[src/rtl/qam_mapper.sv]
// Packed-word to BPSK/QPSK/16-QAM symbol serialiser with valid/ready on both sides.
// Optional per-symbol output attenuation is enabled by defining QAM_MAPPER_GAIN_EN.
module qam_mapper #(
    parameter int IN_W      = 8,
    parameter int OUT_W     = 12,
    parameter int AMP_BPSK  = 2047,
    parameter int AMP_QPSK  = 1447,
    parameter int AMP_QAM16 = 647
) (
    input  logic                    clk,
    input  logic                    rst_n,
    input  logic [IN_W-1:0]         i_data,
    input  logic                    i_valid,
    output logic                    o_ready,
    input  logic [1:0]              i_mode,
`ifdef QAM_MAPPER_GAIN_EN
    input  logic [1:0]              i_gain_sh,
`endif
    output logic                    o_valid,
    input  logic                    i_ready,
    output logic signed [OUT_W-1:0] o_I,
    output logic signed [OUT_W-1:0] o_Q
);

    localparam int CNT_W = $clog2(IN_W + 1);

    typedef enum logic [1:0] {
        MODE_BPSK  = 2'd0,
        MODE_QPSK  = 2'd1,
        MODE_QAM16 = 2'd2
    } mode_t;

    localparam logic signed [OUT_W-1:0] LVL_B_P  = OUT_W'(AMP_BPSK);
    localparam logic signed [OUT_W-1:0] LVL_B_N  = OUT_W'(-AMP_BPSK);
    localparam logic signed [OUT_W-1:0] LVL_Q_P  = OUT_W'(AMP_QPSK);
    localparam logic signed [OUT_W-1:0] LVL_Q_N  = OUT_W'(-AMP_QPSK);
    localparam logic signed [OUT_W-1:0] LVL_1D_P = OUT_W'(AMP_QAM16);
    localparam logic signed [OUT_W-1:0] LVL_1D_N = OUT_W'(-AMP_QAM16);
    localparam logic signed [OUT_W-1:0] LVL_3D_P = OUT_W'(3 * AMP_QAM16);
    localparam logic signed [OUT_W-1:0] LVL_3D_N = OUT_W'(-3 * AMP_QAM16);

    // Gray-coded 16-QAM axis level: 00 -> +3d, 01 -> +d, 11 -> -d, 10 -> -3d
    function automatic logic signed [OUT_W-1:0] gray_level(input logic [1:0] bits);
        case (bits)
            2'b00:   gray_level = LVL_3D_P;
            2'b01:   gray_level = LVL_1D_P;
            2'b11:   gray_level = LVL_1D_N;
            2'b10:   gray_level = LVL_3D_N;
            default: gray_level = '0;
        endcase
    endfunction

    logic [IN_W-1:0]         sr_r;
    logic [CNT_W-1:0]        cnt_r;
    mode_t                   mode_r;
    logic                    advance_s;
    logic                    load_s;
    logic                    emit_s;
    logic [IN_W-1:0]         sr_shift_s;
    logic signed [OUT_W-1:0] sym_i_s;
    logic signed [OUT_W-1:0] sym_q_s;
    logic signed [OUT_W-1:0] out_i_s;
    logic signed [OUT_W-1:0] out_q_s;
    mode_t                   load_mode_s;
    logic [CNT_W-1:0]        load_cnt_s;

    assign advance_s = !o_valid || i_ready;
    assign emit_s    = advance_s && (cnt_r != '0);
    // A new word may be taken while the last symbol of the current one leaves, so words abut.
    assign o_ready   = rst_n && ((cnt_r == '0) || ((cnt_r == CNT_W'(1)) && advance_s));
    assign load_s    = i_valid && o_ready;

    // Map the leading bits of the shift register and compute the shifted remainder.
    always_comb begin
        sym_i_s    = '0;
        sym_q_s    = '0;
        sr_shift_s = sr_r;
        case (mode_r)
            MODE_BPSK: begin
                sym_i_s    = sr_r[IN_W-1] ? LVL_B_N : LVL_B_P;
                sr_shift_s = sr_r << 3'd1;
            end
            MODE_QAM16: begin
                sym_i_s    = gray_level(sr_r[IN_W-1:IN_W-2]);
                sym_q_s    = gray_level(sr_r[IN_W-3:IN_W-4]);
                sr_shift_s = sr_r << 3'd4;
            end
            default: begin
                sym_i_s    = sr_r[IN_W-1] ? LVL_Q_N : LVL_Q_P;
                sym_q_s    = sr_r[IN_W-2] ? LVL_Q_N : LVL_Q_P;
                sr_shift_s = sr_r << 3'd2;
            end
        endcase
    end

    // Optional attenuation; arithmetic shift keeps the sign and floors toward -inf.
    always_comb begin
`ifdef QAM_MAPPER_GAIN_EN
        out_i_s = sym_i_s >>> i_gain_sh;
        out_q_s = sym_q_s >>> i_gain_sh;
`else
        out_i_s = sym_i_s;
        out_q_s = sym_q_s;
`endif
    end

    // Decode the incoming mode; the reserved code behaves as QPSK.
    always_comb begin
        case (i_mode)
            2'd0: begin
                load_mode_s = MODE_BPSK;
                load_cnt_s  = CNT_W'(IN_W);
            end
            2'd2: begin
                load_mode_s = MODE_QAM16;
                load_cnt_s  = CNT_W'(IN_W / 4);
            end
            default: begin
                load_mode_s = MODE_QPSK;
                load_cnt_s  = CNT_W'(IN_W / 2);
            end
        endcase
    end

    // Shift register, symbol counter, latched mode and registered output symbol.
    always_ff @(posedge clk) begin
        if (!rst_n) begin
            sr_r    <= '0;
            cnt_r   <= '0;
            mode_r  <= MODE_QPSK;
            o_valid <= 1'b0;
            o_I     <= '0;
            o_Q     <= '0;
        end else begin
            if (emit_s) begin
                o_I     <= out_i_s;
                o_Q     <= out_q_s;
                o_valid <= 1'b1;
                sr_r    <= sr_shift_s;
                cnt_r   <= cnt_r - CNT_W'(1);
            end else if (advance_s) begin
                o_valid <= 1'b0;
            end else begin
                o_valid <= o_valid;
            end
            // Only reachable with at most one symbol left, so the override drops nothing.
            if (load_s) begin
                sr_r   <= i_data;
                mode_r <= load_mode_s;
                cnt_r  <= load_cnt_s;
            end
        end
    end

endmodule

[config.mk]
export PLATFORM = sky130hd
export DESIGN_NAME = qam_mapper
export DESIGN_NICKNAME = d
export VERILOG_FILES = /design/src/rtl/qam_mapper.sv
export SDC_FILE = /design/constraint.sdc
export NUM_CORES = 1
export LEC_CHECK = 0
export ABC_AREA = 1
export CAP_MARGIN = 5
export CORE_UTILIZATION = 35
export CTS_BUF_LIST = sky130_fd_sc_hd__clkbuf_4 sky130_fd_sc_hd__clkbuf_8
export DETAILED_ROUTE_END_ITERATION = 8
export GPL_ROUTABILITY_DRIVEN = 0
export HOLD_SLACK_MARGIN = 0.08
export PLACE_DENSITY = 0.6
export SLEW_MARGIN = 20
export SYNTH_ARGS = -nofsm -noshare
export SYNTH_HDL_FRONTEND = slang
export SYNTH_SLANG_ARGS = --single-unit
[constraint.sdc]
create_clock -name clk -period 1.95 [get_ports clk]
set_clock_uncertainty 0.1 [all_clocks]
set_input_delay 0.4875 -clock clk [delete_from_list [all_inputs] [get_ports clk]]
set_output_delay 0.4875 -clock clk [all_outputs]
set_load 0.005 [all_outputs]
==> run_results.csv <==
group,metric,value,unit
clocking,path_clk_slew,0.07,ns
drt,wl_per_cell,11.8,um
yosys,synth_adder_area_share,6.82,%
yosys,synth_top_family_by_area,"simple AND/OR/NAND/NOR gates",
floorplanning,die_height,74.4,um
worst_setup_path,cp.arrival,1.29,ns
timing,holdWs,0.395,ns
timing,slew_headroom,71.7,%
yosys,avgSynthCellArea,7.31,sq um
place,port_buffers,39,
clocking,hold_buffers,0,
power_and_ir_drop,power.density,1460,nW/um^2
worst_setup_path,crit_chain,"clkdlybuf4s50_1 -> inv_1 -> a21oi_2 -> buf_2",
worst_setup_path,crit_required,1.36,ns
yosys,yosysWarnings,0,
clocking,cts_sinks,32,
timing,final.min_clock_period,1.88,ns
worst_setup_path,crit_family,"buffers and inverters",
drt,dr.pass1.iters,5,
global_routing,grt.total_usage,17.9,%
worst_setup_path,cp-end-kind,"primary output",
yosys,synthSimpleGateAreaFrac,25.8,%
yosys,yosysUniqueCellTypes,32,
global_routing,antenna_found_initial,0,
layout,design_area,2460,sq um
floorplanning,start_util,37.6,%
yosys,seq_area_frac_synth,34.9,%
floorplanning,core_area,4880,sq um
layout,drive_gt1_share,15.7,%
layout,area_growth,33.9,%
layout,ff_latch_area,641,sq um
clocking,tritoncts,"built",
hold_path,min_to,"o_I[0]",
worst_setup_path,reg2reg_depth,7,
drt,via_per_inst,4.72,
layout,fin_cells,367,
timing,fin_crit_sh,96.5,%
place,place_ws,-0.435,ns
yosys,syn_inst,251,
drt,drc,0,
timing,max_freq,0.531,GHz
hold_path,hold_class,"flop to flop",
drt,wirelength,4330,um
place,hpwl,3050,um
drt,detail_route.iter0.violations,87,
timing,setup_tns,0,ns
yosys,muxShareOfSynthArea,0,%
flow_run,cap_violations,0,
global_routing,grt_overflow,0,
layout,nets,323,
yosys,syn_area,1830,sq um
power_and_ir_drop,ir_drop,0.000533,V
clocking,cts_root_buf,"clkbuf_8",
yosys,synth_nets,275,
clocking,insertion_delay,0.28,ns
timing,setup_viol,0,
worst_setup_path,cp_max_fo,2,
yosys,ys_seq_elements,32,
timing,maxSlewViolCount,0,
yosys,synth_compound_area_share,18.1,%
layout,final_core_util,50.3,%
worst_setup_path,r2r-start,"cnt_r[0]",
clocking,cts-htree-levels,2,
drt,route.vias.total,1733,
layout,antennaDiodeCount,0,
drt,drtAntennaViolNets,0,
clocking,cts_buffer_depth,2,
place,dp.cells,358,
layout,num-fill-cells,505,
timing,setup_slack,0.0677,ns
timing,rsz0062_at_grt,"false",
global_routing,grt_pass1_wl,7490,um
worst_setup_path,rr_endpoint,"o_Q[6]",
floorplanning,fp-row-count,25,
worst_setup_path,crit_type,"input pin to primary output",
timing,finalHoldViolations,0,
timing,worst_pin_slew,0.425,ns
layout,multiInputGateArea,953,sq um
clocking,cts_made_buffers,5,
floorplanning,ios,40,
global_routing,grt_pass1_vias,1595,
outcome,status,"completed",
worst_setup_path,slowest_stage,"clkdlybuf4s50_1",
worst_setup_path,reg2reg_setup_slack,0.17,ns
power_and_ir_drop,design_power_total,3.57,mW
floorplanning,die_w,74.4,um
worst_setup_path,critPathLaunchType,"input pin",
worst_setup_path,critPathBufInv,3,
hold_path,hold_path_depth,2,
place,placed_area,2350,sq um
worst_setup_path,cpPeakStageDelay,0.48,ns
power_and_ir_drop,p_leak,1.05,nW
hold_path,hp-start,"o_I[0]",
floorplanning,dieArea,5530,sq um
global_routing,grt_start_max_net_pins,30,
yosys,synthXorXnorAreaFrac,0.955,%
-- worst reg2reg max path, cell delays in order, from the launching register on --
cell     delay (ns)
dfxtp_1        0.38
inv_1          0.07
ha_1           0.23
nand2_2        0.10
buf_4          0.13
nand2_2        0.19
a21oi_1        0.34
a21oi_1        0.11
-- repair_timing --
item                       4_1_cts  5_1_grt
resized for setup                7        0
buffers inserted                 1        0
setup endpoints to repair        1        0
-- cell type report --
type,count,area share [%]
inverter,30,4.64
tap,67,3.41
timing repair buffer,60,23.1
sequential,32,26.1
clock inverter,1,0.306
multi-input combinational,170,38.8
clock buffer,7,3.67
-- registers in the layout, summed over array words and instances (netlist names) --
name,count
o_valid,1
mode_r,2
cnt_r,4
sr_r,8
o_I,9
o_Q,8
-- layer usage --
layer / vias up / share of wire [%] / global-route usage [%]
met5: - / 0 / 0
met1: 766 / 50 / 23.9
met2: 46 / 44 / 28.2
met4: 0 / 1.7 / 6.92
met3: 7 / 4.5 / 3.79
li1: 914 / - / -
-- report_power, final --
| part | leakage (nW) | total (mW) | switching (mW) | internal [mW] |
|---|---|---|---|---|
| combinational | 0.740 | 1.94 | 0.954 | 0.981 |
| clock | 0.0479 | 0.556 | 0.256 | 0.301 |
| sequential | 0.265 | 1.08 | 0.193 | 0.889 |
| total | 1.05 | 3.57 | 1.40 | 2.17 |
-- logic make-up after synthesis --
group / count (synthesis)
AND/OR/NAND/NOR: 100
AO/OA/AOI/OAI: 58
buffers and inverters: 49
flip-flops: 32
adder cells (fa/ha/maj): 10
XOR/XNOR: 2
-- how the worst max path moves through the flow --
stage          startpoint  endpoint  slack [ns]  cells after the start
4_1_cts             rst_n   o_ready        0.12                      4
3_3_place_gp      i_ready   o_ready       -0.43                      6
3_5_place_dp      i_ready   o_ready       -0.43                      6
6_report            rst_n   o_ready        0.07                      4
2_1_floorplan       rst_n   o_ready        0.29                      4
5_1_grt          cnt_r[0]    o_I[9]        0.04                      7
-- layout by cell type (no fill, tap or decap), drive strengths merged, types with 2 or more instances in the layout --
cell type      count
nand4             10
dfxtp             32
clkbuf             7
o21ai             21
nand3             13
nor2              27
clkdlybuf4s50     37
nand2             48
o211ai             4
a21oi             28
o22ai              2
buf               22
ha                10
inv               29
-- synthesized netlist by cell type --
| master | number | area (sq um) |
|---|---|---|
| a211oi_1 | 1 | 7.51 |
| a21oi_1 | 24 | 120 |
| a21oi_2 | 3 | 26.3 |
| a21oi_4 | 1 | 16.3 |
| a31oi_1 | 1 | 6.26 |
| buf_2 | 3 | 15.0 |
| buf_4 | 9 | 67.6 |
| buf_6 | 3 | 33.8 |
| clkbuf_1 | 3 | 11.3 |
| clkbuf_2 | 1 | 5.00 |
| clkinv_2 | 1 | 5.00 |
| dfxtp_1 | 32 | 641 |
| ha_1 | 10 | 125 |
| inv_1 | 27 | 101 |
| inv_2 | 2 | 7.51 |
| nand2_1 | 45 | 169 |
| nand2_2 | 2 | 12.5 |
| nand2_4 | 1 | 11.3 |
| nand3_1 | 11 | 55.1 |
| nand3_2 | 1 | 10.0 |
| nand3_4 | 1 | 17.5 |
| nand4_1 | 10 | 62.6 |
| nor2_1 | 24 | 90.1 |
| nor2_4 | 3 | 33.8 |
| nor3_1 | 1 | 5.00 |
| o211ai_1 | 4 | 30.0 |
| o21ai_0 | 21 | 105 |
| o21bai_1 | 1 | 7.51 |
| o22ai_1 | 2 | 12.5 |
| or2_1 | 1 | 6.26 |
| xnor2_1 | 1 | 8.76 |
| xor2_1 | 1 | 8.76 |
(Power assumes the default switching activity.)
